## src/rtl/vgta_avg_fifo_if.sv

```systemverilog
// ============================================================================
// Module   : vgta_avg_fifo_if
// Purpose  : Sample-in / averaged-word-out bundle of the VGTA averaging FIFO.
// Revision : 1.0 - initial release
// ============================================================================
`default_nettype none

interface vgta_avg_fifo_if #(
    parameter int DW    = 8,
    parameter int DEPTH = 4
);
    localparam int CNT_W = $clog2(DEPTH) + 1;

    logic             din_valid;
    logic [DW-1:0]    din;
    logic [DW-1:0]    dout;
    logic             dout_valid;
    logic             dout_ready;
    logic [CNT_W-1:0] fifo_cnt;
    logic             overflow;

    // Producer of samples and consumer of averages
    modport master (
        output din,
        output din_valid,
        output dout_ready,
        input  dout,
        input  dout_valid,
        input  fifo_cnt,
        input  overflow
    );

    // The averaging FIFO itself
    modport slave (
        input  din,
        input  din_valid,
        input  dout_ready,
        output dout,
        output dout_valid,
        output fifo_cnt,
        output overflow
    );
endinterface

`default_nettype wire

```

## src/rtl/vgta_avg_fifo.sv

```systemverilog
// ============================================================================
// Module   : vgta_avg_fifo
// Purpose  : Block-averages 2^LOG2N VGTA samples and queues the averages in a
//            show-ahead FIFO drained by a valid/ready handshake.
// Revision : 1.0 - initial release
// ============================================================================
`default_nettype none

module vgta_avg_fifo #(
    parameter int DW    = 8,
    parameter int LOG2N = 2,
    parameter int DEPTH = 4
) (
    input  wire logic         clk,
    input  wire logic         clr,
    input  wire logic         Start,
    vgta_avg_fifo_if.slave    bus
);

    localparam int PTR_W = $clog2(DEPTH);
    localparam int CNT_W = PTR_W + 1;
    localparam int ACC_W = DW + LOG2N;

    localparam logic [0:0] S_IDLE  = 1'b0;
    localparam logic [0:0] S_ACCUM = 1'b1;

    localparam logic [LOG2N-1:0] LAST_SAMPLE = '1;
    localparam logic [CNT_W-1:0] FULL_CNT    = CNT_W'(DEPTH);

    // ------------------------------------------------------------------
    // Control FSM
    // ------------------------------------------------------------------
    logic [0:0] state;
    logic [0:0] state_nxt;
    logic       accept;
    logic       acc_clear;

    always_ff @(posedge clk or posedge clr) begin
        if (clr) begin
            state <= S_IDLE;
        end else begin
            state <= state_nxt;
        end
    end

    always_comb begin
        state_nxt = state;
        case (state)
            S_IDLE:  if (Start)  state_nxt = S_ACCUM;
            S_ACCUM: if (!Start) state_nxt = S_IDLE;
            default: state_nxt = S_IDLE;
        endcase
    end

    always_comb begin
        accept    = 1'b0;
        acc_clear = 1'b0;
        case (state)
            S_IDLE:  acc_clear = 1'b1;
            S_ACCUM: accept    = bus.din_valid;
            default: acc_clear = 1'b1;
        endcase
    end

    // ------------------------------------------------------------------
    // Accumulator: wide enough for N full-scale samples, so no wrap
    // ------------------------------------------------------------------
    logic [ACC_W-1:0] acc;
    logic [LOG2N-1:0] sample_cnt;
    logic [ACC_W-1:0] sum;
    logic [DW-1:0]    avg;
    logic             last_sample;

    assign sum         = acc + ACC_W'(bus.din);
    assign avg         = sum[ACC_W-1:LOG2N];
    assign last_sample = accept && (sample_cnt == LAST_SAMPLE);

    always_ff @(posedge clk or posedge clr) begin
        if (clr) begin
            acc        <= '0;
            sample_cnt <= '0;
        end else if (acc_clear) begin
            acc        <= '0;
            sample_cnt <= '0;
        end else if (accept) begin
            if (last_sample) begin
                acc        <= '0;
                sample_cnt <= '0;
            end else begin
                acc        <= sum;
                sample_cnt <= sample_cnt + LOG2N'(1);
            end
        end
    end

    // ------------------------------------------------------------------
    // Start edge detector (clears the sticky overflow)
    // ------------------------------------------------------------------
    logic start_d;
    logic start_rise;

    always_ff @(posedge clk or posedge clr) begin
        if (clr) begin
            start_d <= 1'b0;
        end else begin
            start_d <= Start;
        end
    end

    assign start_rise = Start && !start_d;

    // ------------------------------------------------------------------
    // Show-ahead FIFO
    // ------------------------------------------------------------------
    logic [DW-1:0]    mem [DEPTH];
    logic [PTR_W-1:0] wr_ptr;
    logic [PTR_W-1:0] rd_ptr;
    logic [CNT_W-1:0] cnt;
    logic [DW-1:0]    last_dout;
    logic             ovf;
    logic             empty;
    logic             full;
    logic             pop;
    logic             wr_en;
    logic             drop;

    assign empty = (cnt == '0);
    assign full  = (cnt == FULL_CNT);
    assign pop   = !empty && bus.dout_ready;
    // A pop in the same cycle frees the slot, so a full FIFO still accepts
    assign wr_en = last_sample && (!full || pop);
    assign drop  = last_sample && full && !pop;

    always_ff @(posedge clk) begin
        if (wr_en) begin
            mem[wr_ptr] <= avg;
        end
    end

    always_ff @(posedge clk or posedge clr) begin
        if (clr) begin
            wr_ptr <= '0;
            rd_ptr <= '0;
            cnt    <= '0;
        end else begin
            if (wr_en) begin
                wr_ptr <= wr_ptr + PTR_W'(1);
            end
            if (pop) begin
                rd_ptr <= rd_ptr + PTR_W'(1);
            end
            case ({wr_en, pop})
                2'b10:   cnt <= cnt + CNT_W'(1);
                2'b01:   cnt <= cnt - CNT_W'(1);
                default: cnt <= cnt;
            endcase
        end
    end

    // Keeps the most recently popped word so dout holds steady while empty
    always_ff @(posedge clk or posedge clr) begin
        if (clr) begin
            last_dout <= '0;
        end else if (pop) begin
            last_dout <= mem[rd_ptr];
        end
    end

    always_ff @(posedge clk or posedge clr) begin
        if (clr) begin
            ovf <= 1'b0;
        end else if (drop) begin
            ovf <= 1'b1;
        end else if (start_rise) begin
            ovf <= 1'b0;
        end
    end

    assign bus.dout       = empty ? last_dout : mem[rd_ptr];
    assign bus.dout_valid = !empty;
    assign bus.fifo_cnt   = cnt;
    assign bus.overflow   = ovf;

endmodule

`default_nettype wire

```

## src/flat_wrapper.sv

```systemverilog
// flat-port wrapper written by rule: the top's interface ports become plain ports
module vgta_avg_fifo_flat 
#(
    parameter int DW    = 8,
    parameter int LOG2N = 2,
    parameter int DEPTH = 4
)
  (clk, clr, Start, bus_din, bus_din_valid, bus_dout_ready, bus_dout, bus_dout_valid, bus_fifo_cnt, bus_overflow);
  vgta_avg_fifo_if #(.DW(DW), .DEPTH(DEPTH)) bus_i ();
  input  wire logic clk;
  input  wire logic clr;
  input  wire logic Start;
  input wire logic [$bits(bus_i.din)-1:0] bus_din;
  input wire logic [$bits(bus_i.din_valid)-1:0] bus_din_valid;
  input wire logic [$bits(bus_i.dout_ready)-1:0] bus_dout_ready;
  output wire logic [$bits(bus_i.dout)-1:0] bus_dout;
  output wire logic [$bits(bus_i.dout_valid)-1:0] bus_dout_valid;
  output wire logic [$bits(bus_i.fifo_cnt)-1:0] bus_fifo_cnt;
  output wire logic [$bits(bus_i.overflow)-1:0] bus_overflow;
  assign bus_i.din = bus_din;
  assign bus_i.din_valid = bus_din_valid;
  assign bus_i.dout_ready = bus_dout_ready;
  assign bus_dout = bus_i.dout;
  assign bus_dout_valid = bus_i.dout_valid;
  assign bus_fifo_cnt = bus_i.fifo_cnt;
  assign bus_overflow = bus_i.overflow;
  vgta_avg_fifo #(.DW(DW), .LOG2N(LOG2N), .DEPTH(DEPTH)) u_core (.clk(clk), .clr(clr), .Start(Start), .bus(bus_i));
endmodule
```

## config.mk

```make
export PLATFORM = sky130hd
export DESIGN_NAME = vgta_avg_fifo_flat
export DESIGN_NICKNAME = d
export VERILOG_FILES = /design/src/rtl/vgta_avg_fifo_if.sv /design/src/rtl/vgta_avg_fifo.sv /design/src/flat_wrapper.sv
export SDC_FILE = /design/constraint.sdc
export NUM_CORES = 1
export LEC_CHECK = 0
export CAP_MARGIN = 40
export CORE_MARGIN = 2
export CORE_UTILIZATION = 45
export CTS_BUF_LIST = sky130_fd_sc_hd__clkbuf_8 sky130_fd_sc_hd__clkbuf_16
export DETAILED_ROUTE_END_ITERATION = 10
export GPL_ROUTABILITY_DRIVEN = 0
export PLACE_DENSITY_LB_ADDON = 0.1
export RECOVER_POWER = 25
export SLEW_MARGIN = 20
export SYNTH_ARGS = -nofsm -noshare
export SYNTH_HDL_FRONTEND = slang
export SYNTH_SLANG_ARGS = --single-unit
```

## constraint.sdc

```tcl
create_clock -name clk -period 2.1 [get_ports clk]
set_input_delay 0.21 -clock clk [delete_from_list [all_inputs] [get_ports clk]]
set_output_delay 0.21 -clock clk [all_outputs]
set_load 0.01 [all_outputs]
```

# == Word level (Yosys, flattened, before mapping) ==
# Memory sizes are Yosys's and may differ from the RTL's.
# Index checks and enable logic that the tools add are counted.
# totals
ff_bits,30
latch_bits,0
ram_bits,32
mem_bits_ro,0
in_bits,13
word_cells,49
mem_count,1
# memory_table
name,depth,width,read_ports,rd_clocked_by_memory_dff,write_ports,line,rtl
u_core.mem,4,8,1,0,1,vgta_avg_fifo.sv:115,logic [DW-1:0] mem [DEPTH];
# classes
add_sub_neg,6
n_mul,0
div,0
n_lt_le_gt_ge,0
n_eq_ne,5
shifts,0
muxes,14
bitwise_logic,0
reduce_logical,14
# ops
cell,n
$mux 10,3
$add 10x8->10,1
$mux 8,1
$add 2x1->2 const B,3
$logic_and 1x1->1,6
$mux 1,6
$mux 2,3
$pmux 3 s2,1
$eq 2x2->1 const B,2
$logic_not 1->1,4
$reduce_bool 2->1,2
$add 3x1->3 const B,1
$eq 3x3->1 const B,1
$logic_not 3->1,1
$sub 3x1->3 const B,1
$eq 2x1->1 const B,1
$ne 2x2->1 const B,1
$logic_or 1x1->1,1

# == Longest topological paths before layout ==
# Gate-level depths: netlist of the first run.
# depth
ltp_word,7
ltp_mapped,8

# == Worst setup path after synthesis of the first run ==
# Ideal clock, no wire load.
# synth_path
path_kind,reg2reg
startpoint,register u_core.sample_cnt[0]
endpoint,"register u_core.cnt[2], in the netlist u_core.bus.fifo_cnt[2]"
setup_ps,79
arrival_time_ps,1828
setup_slack_ps,193
stages_incl_launch_ff,8
n_path_buf,0
period_less_slack_ps,1907
cell_sequence,dfrtp_1 > ha_1 > nand3_1 > and3_1 > inv_1 > fa_1 > o21ai_0 > xor2_1
# synth_via
elab_chain_cells,5
elab_cells_between_ends,7
classes_between,eq/ne: 3; mux: 1; reduce/logical: 3
# synth_rtl
item,line,rtl
from (decl),vgta_avg_fifo.sv:69,logic [LOG2N-1:0] sample_cnt;
from (signal assigned),vgta_avg_fifo.sv:91,sample_cnt <= sample_cnt + LOG2N'(1);
$eq 2x2->1 *,vgta_avg_fifo.sv:76,assign last_sample = accept && (sample_cnt == LAST_SAMPLE);
$logic_and 1x1->1 *,vgta_avg_fifo.sv:76,
$logic_and 1x1->1 *,vgta_avg_fifo.sv:131,assign wr_en = last_sample && (!full || pop);
$eq 2x1->1 / $eq 2x2->1 (equally long branches),vgta_avg_fifo.sv:152,"case ({wr_en, pop})"
$pmux 3 s2 / $reduce_bool 2->1 (equally long branches),n/a,
to (signal assigned),vgta_avg_fifo.sv:153,2'b10: cnt <= cnt + CNT_W'(1);
to (signal assigned),vgta_avg_fifo.sv:154,2'b01: cnt <= cnt - CNT_W'(1);
to (signal assigned),vgta_avg_fifo.sv:155,default: cnt <= cnt;
to (decl),vgta_avg_fifo.sv:118,logic [CNT_W-1:0] cnt;
# Every way passes the cells marked *; elsewhere a longest branch is shown, timed or not.
# A chain may end at the register's enable or synchronous reset.

# == Final worst setup path of the first run ==
# layout_path
startpoint,register u_core.rd_ptr[0]
endpoint,output bus_dout[1]
# layout_via
elab_chain_cells,2
# layout_rtl
item,line,rtl
from (decl),vgta_avg_fifo.sv:117,logic [PTR_W-1:0] rd_ptr;
from (signal assigned),vgta_avg_fifo.sv:150,rd_ptr <= rd_ptr + PTR_W'(1);
$mem_v2 4x8,n/a,
$mux 8,vgta_avg_fifo.sv:179,assign bus.dout = empty ? last_dout : mem[rd_ptr];
to (decl),flat_wrapper.sv:16,output wire logic [$bits(bus_i.dout)-1:0] bus_dout;
# No other way between the ends.

==> flow_summary.json, run 1 <==
{
  "netlist_instances": 220,
  "ant_nets": 0,
  "dpl.cell_count": 333,
  "crit_required_ns": 1.89,
  "grt_first_pass_wirelength_mm": 8.71,
  "dieArea_um2": 7320,
  "post-route-period-util": 0.960,
  "seq_area_frac_synth": 0.563,
  "overflow": 0,
  "drt_wl_total_mm": 5.15,
  "clkSinkCount": 61,
  "grt_pass1_vias": 1742,
  "p_leak_nw": 1.53,
  "syn-mean-instance-area_um2": 13.6,
  "path_clk_slew_ns": 0.07,
  "slew_violations": 0,
  "fin_crit_ns": 2.02,
  "cp_max_fo": 5,
  "dieWidth_um": 85.6,
  "place_area_um2": 3460,
  "hp-class": "input port to register",
  "nNetsFinal": 297,
  "drtIter0Drc": 96,
  "antenna_found_initial": 0,
  "worstSetupEndpointType": "primary output",
  "maxCapViolCount": 0,
  "start_util": 0.469,
  "crit_type": "register to primary output",
  "avgRoutedWirePerCell_um": 14.7,
  "hpwl_mm": 3.63,
  "synth-seq-cells": 61,
  "start_kind": "register",
  "r2r_setup_slack_ns": 0.09,
  "syn_to_final_growth_pct": 21.6,
  "outcome": "finished clean",
  "power_density_nw_per_um2": 1110,
  "fin_worst_skew_ns": 0.0102,
  "hold_violations": 0,
  "syn-num-nets": 248,
  "cts-buffers-inserted": 9,
  "ir_worst_vdd_mv": 0.622,
  "cts_tree": "done",
  "die_h_um": 85.6,
  "rsz0062_at_grt": "yes",
  "setup_viol": 0,
  "port_buffers": 25,
  "fillers": 533,
  "num_rows": 29,
  "clock-root-buffer": "clkbuf_8",
  "tightest_slew_ns": 0.755,
  "vias": 1776,
  "grt_max_degree": 30,
  "cts_hold_buffers": 0,
  "core_um2": 6390,
  "dr.pass1.iters": 5,
  "io_pins": 26,
  "final_cells": 351,
  "final_area_um2": 3640,
  "clk_latency_ns": 0.33,
  "relSlewSlack": 0.497,
  "yosysWarnings": 0,
  "grt.total_usage": 0.158,
  "via_per_inst": 5.06,
  "yosysUniqueCellTypes": 40,
  "syn_area_um2": 3000,
  "antenna_cells": 0,
  "arrival_ns": 1.81,
  "drive_gt1_frac": 0.274,
  "clockBufferDepth": 2,
  "max_freq_mhz": 496,
  "htree_levels": 3,
  "post-route-drc-count": 0
}
==> kinds of logic after synthesis <==
logic type	synth area share
adder cells (fa/ha/maj)	0.0677
multiplexers	0.134
AO/OA/AOI/OAI	0.0673
XOR/XNOR	0.0322
buffers and inverters	0.0330
AND/OR/NAND/NOR	0.103
flip-flops	0.563
==> layout by cell type (no fill, tap or decap), types with 6 or more instances in the layout <==
cell             count
a21oi_1             11
buf_2                7
buf_4               17
clkbuf_8            10
clkdlybuf4s50_1     15
dfrtp_1             28
edfxtp_1            32
ha_1                13
inv_1               17
mux2_2              14
mux4_2               8
nand2_1             12
nand3_1              7
nor2b_1             12
o21ai_0              6
xnor2_1              6
==> power by group <==
| part | leakage, nW | total (W) | internal, W | switching (W) |
|---|---|---|---|---|
| Combinational | 0.775 | 0.00148 | 0.000834 | 0.000641 |
| Sequential | 0.646 | 0.00161 | 0.00149 | 0.000126 |
| Clock | 0.109 | 0.000971 | 0.000559 | 0.000412 |
| Total | 1.53 | 0.00406 | 0.00288 | 0.00118 |
==> synthesized netlist by cell type, drive strengths merged <==
cell type	number	area share
a21oi	12	0.024
a221oi	1	0.0050
a22o	2	0.0058
a31oi	1	0.0021
and2	6	0.014
and3	3	0.0063
buf	3	0.0071
clkbuf	5	0.0096
dfrtp	29	0.24
edfxtp	32	0.32
fa	2	0.013
ha	13	0.054
inv	13	0.016
mux2	16	0.060
mux2i	4	0.013
mux4	8	0.060
nand2	12	0.015
nand2b	2	0.0042
nand3	7	0.012
nor2	4	0.0050
nor2b	14	0.032
nor3	1	0.0017
nor3b	1	0.0025
o211ai	2	0.0050
o21a	1	0.0025
o21ai	6	0.010
o21bai	2	0.0050
o22ai	1	0.0021
o311ai	1	0.0029
o31a	1	0.0029
or3	1	0.0025
or4	2	0.0050
or4b	1	0.0033
xnor2	7	0.020
xor2	4	0.012
==> metal layers <==
layer | vias up | GRT usage | wire (um)
met2 | 37 | 0.237 | 2310
met4 | 0 | 0.0736 | 74
li1 | 893 | - | -
met5 | - | 0 | 0
met3 | 7 | 0.0375 | 194
met1 | 839 | 0.220 | 2570
==> per-stage QoR <==
step | setup slack [ns] | hold slack [ns] | power [W] | setup TNS, ns | util
global route | -0.0199 | 0.457 | 0.00433 | -0.0660 | 0.570
finish | 0.0836 | 0.482 | 0.00406 | 0 | 0.570
CTS | 0.0127 | 0.257 | 0.00416 | 0 | 0.572
floorplan | 0.193 | 0.241 | 0.00254 | 0 | -
detailed placement | -0.234 | 0.480 | 0.00317 | -2.44 | 0.542
global placement | -0.170 | 0.466 | 0.00315 | -1.66 | 0.542
==> flip-flops by register name, summed over array words and instances (netlist names) <==
register,count
u_core.rd_ptr,2
u_core.mem,32
u_core.acc,10
u_core.start_d,1
u_core.sample_cnt,2
u_core.bus.fifo_cnt,3
u_core.bus.overflow,1
u_core.last_dout,8
u_core.wr_ptr,2
==> final cells by class <==
cell class / count / area, um^2 / area share
clock buffers: 10 / 138 / 0.0378
clock inverters: 6 / 48.8 / 0.0134
inverters: 13 / 48.8 / 0.0134
multi-input cells: 138 / 1230 / 0.338
flip-flops and latches: 61 / 1690 / 0.463
well taps: 77 / 96.3 / 0.0265
repair buffers: 46 / 392 / 0.108
==> critical path, cell delays in order (launching register included) <==
cell,delay [ns]
dfrtp_2,0.38
buf_6,0.14
mux4_2,0.54
mux2_2,0.28
buf_2,0.14
==> worst paths after layout <==
kind                                   from                  end  cells after the start
setup / recovery           u_core.rd_ptr[0]          bus_dout[1]                      4
hold / removal                        Start       u_core.start_d                      1
setup reg to reg              u_core.acc[0]     u_core.mem[2][6]                      7
hold reg to reg               u_core.acc[7]        u_core.acc[7]                      2
max in group asynchronous               clr     u_core.rd_ptr[0]                      3
min in group asynchronous               clr  u_core.bus.overflow                      3
==> repair_timing <==
action,in CTS,in global routing
cloned,1,0
setup buffers,2,1
pin swaps,0,1
setup endpoints to repair,9,11
gates resized for setup,35,7
Note: power is estimated with default switching activity, not from simulation.
==> inputs of run 2 (changes only) <==
--- a/config.mk
+++ b/config.mk
@@ -8,7 +8,7 @@
 export CAP_MARGIN = 40
 export CORE_MARGIN = 2
 export CORE_UTILIZATION = 45
-export CTS_BUF_LIST = sky130_fd_sc_hd__clkbuf_8 sky130_fd_sc_hd__clkbuf_16
+export CTS_BUF_LIST = sky130_fd_sc_hd__clkbuf_4 sky130_fd_sc_hd__clkbuf_8 sky130_fd_sc_hd__clkbuf_16
 export DETAILED_ROUTE_END_ITERATION = 10
 export GPL_ROUTABILITY_DRIVEN = 0
 export PLACE_DENSITY_LB_ADDON = 0.1
==> run 2 against run 1 <==
  * Total power up 1.8%
  * Cell count unchanged
  * Sequential power about the same
  * Final area up 0.41%
  * Via count up 0.45%
  * Highest routed layer unchanged
  * Non-clock buffer count unchanged
  * Global-route usage about the same
==> flow_summary.json, run 2 (synthesis results as in run 1) <==
{
  "start_util": 0.469,
  "core_um2": 6390,
  "grt.total_usage": 0.159,
  "final_util": 0.573,
  "max_freq_mhz": 496,
  "via_per_inst": 5.08,
  "p_leak_nw": 1.53,
  "vias": 1784,
  "avgRoutedWirePerCell_um": 14.6,
  "ir_worst_vdd_mv": 0.622,
  "r2r_start": "u_core.acc[0]",
  "top_regs": "u_core.mem x32, u_core.acc x10, u_core.last_dout x8",
  "maxCapViolCount": 0,
  "final_common_cell": "edfxtp_1",
  "clkSinkCount": 61,
  "htree_levels": 3,
  "worstSetupEndpointType": "primary output",
  "tightest_slew_ns": 0.754,
  "layout_common_cells": "edfxtp_1, dfrtp_1, buf_4",
  "arrival_ns": 1.81,
  "r2r_setup_slack_ns": 0.08,
  "cts_tree": "done",
  "post-route-period-util": 0.961,
  "grt_first_pass_wirelength_mm": 8.73,
  "worstReg2RegEnd": "u_core.mem[2][6]",
  "hold_depth": 1,
  "largest_reg_flops": 32,
  "crit_type": "register to primary output",
  "hold_end": "u_core.start_d",
  "hp-class": "input port to register",
  "slew_violations": 0,
  "fin_crit_ns": 2.02,
  "cts_hold_buffers": 0,
  "outcome": "finished clean",
  "die_h_um": 85.6,
  "cp_max_fo": 5,
  "hold_start": "Start",
  "crit_required_ns": 1.89,
  "nNetsFinal": 297,
  "drtIter0Drc": 95,
  "rsz0062_at_grt": "yes",
  "final_cells": 351,
  "reg2reg_depth": 7,
  "largest-register": "u_core.mem",
  "power_density_nw_per_um2": 1130,
  "dpl.cell_count": 333,
  "antenna_cells": 0,
  "syn_to_final_growth_pct": 22.1,
  "hpwl_mm": 3.63,
  "relSlewSlack": 0.497,
  "port_buffers": 25,
  "dieWidth_um": 85.6,
  "num_rows": 29,
  "path_clk_slew_ns": 0.07,
  "cts-buffers-inserted": 9,
  "clockBufferDepth": 2,
  "clock-root-buffer": "clkbuf_8",
  "io_pins": 26,
  "overflow": 0,
  "drt_wl_total_mm": 5.14,
  "ant_nets": 0,
  "drive_gt1_frac": 0.288,
  "antenna_found_initial": 0,
  "holdWs_ns": 0.482,
  "post-route-drc-count": 0,
  "setup_viol": 0,
  "fin_worst_skew_ns": 0.0101,
  "clk_latency_ns": 0.33,
  "start_kind": "register",
  "hold_violations": 0,
  "dr.pass1.iters": 4,
  "grt_max_degree": 30,
  "dieArea_um2": 7320,
  "grt_pass1_vias": 1744
}
## run 2: cell types whose count changed in the layout (fill, tap and decap cells not counted)
cell,previous run,this run
clkbuf_4,0,4
inv_1,17,13
## run 2: layout make-up
type | instances | area, um^2
Clock inverter | 2 | 33.8
Timing Repair Buffer | 46 | 392
Sequential cell | 61 | 1690
Fill cell | 536 | 2730
Inverter | 13 | 48.8
Clock buffer | 14 | 168
Tap cell | 77 | 96.3
Multi-Input combinational cell | 138 | 1230
## run 2: metal layers
metal,routed length [um],track usage
met2,2300,0.238
met3,164,0.0375
met5,0,0
met1,2600,0.220
met4,71,0.0736
## run 2: metrics by stage
step | setup slack, ns | TNS (ns) | area [um^2] | power, W
after floorplan | 0.193 | 0 | 3000 | 0.00254
after CTS | 0.0127 | 0 | 3670 | 0.00423
after detailed placement | -0.234 | -2.44 | 3460 | 0.00317
final | 0.0824 | 0 | 3660 | 0.00413
after global placement | -0.170 | -1.66 | 3460 | 0.00315
after global routing | -0.0243 | -0.0868 | 3660 | 0.00440
## run 2: report_power, final
group / internal (W) / switching, W
registers: 0.00149 / 0.000126
clock network: 0.000631 / 0.000412
logic: 0.000834 / 0.000642
## run 2: worst max-delay path by stage
| stage | start | endpoint | cells after the start |
|---|---|---|---|
| floorplan | u_core.sample_cnt[0] | u_core.bus.fifo_cnt[2] | 7 |
| global placement | bus_din[0] | u_core.acc[8] | 9 |
| detailed placement | bus_din[0] | u_core.acc[8] | 9 |
| CTS | u_core.rd_ptr[0] | bus_dout[3] | 5 |
| global route | u_core.acc[0] | u_core.mem[2][6] | 7 |
| finish | u_core.rd_ptr[0] | bus_dout[1] | 4 |
## run 2: critical path: stages (launching register included)
cell and delay (ns):
dfrtp_2 0.38, buf_6 0.14, mux4_2 0.54, mux2_2 0.28, buf_2 0.14
## run 2: what timing repair did
item | 4_1_cts | 5_1_grt
cloned | 1 | 0
endpoints found under the setup margin | 9 | 12
pin swaps | 0 | 1
buffers inserted | 2 | 1
gates resized for setup | 35 | 7
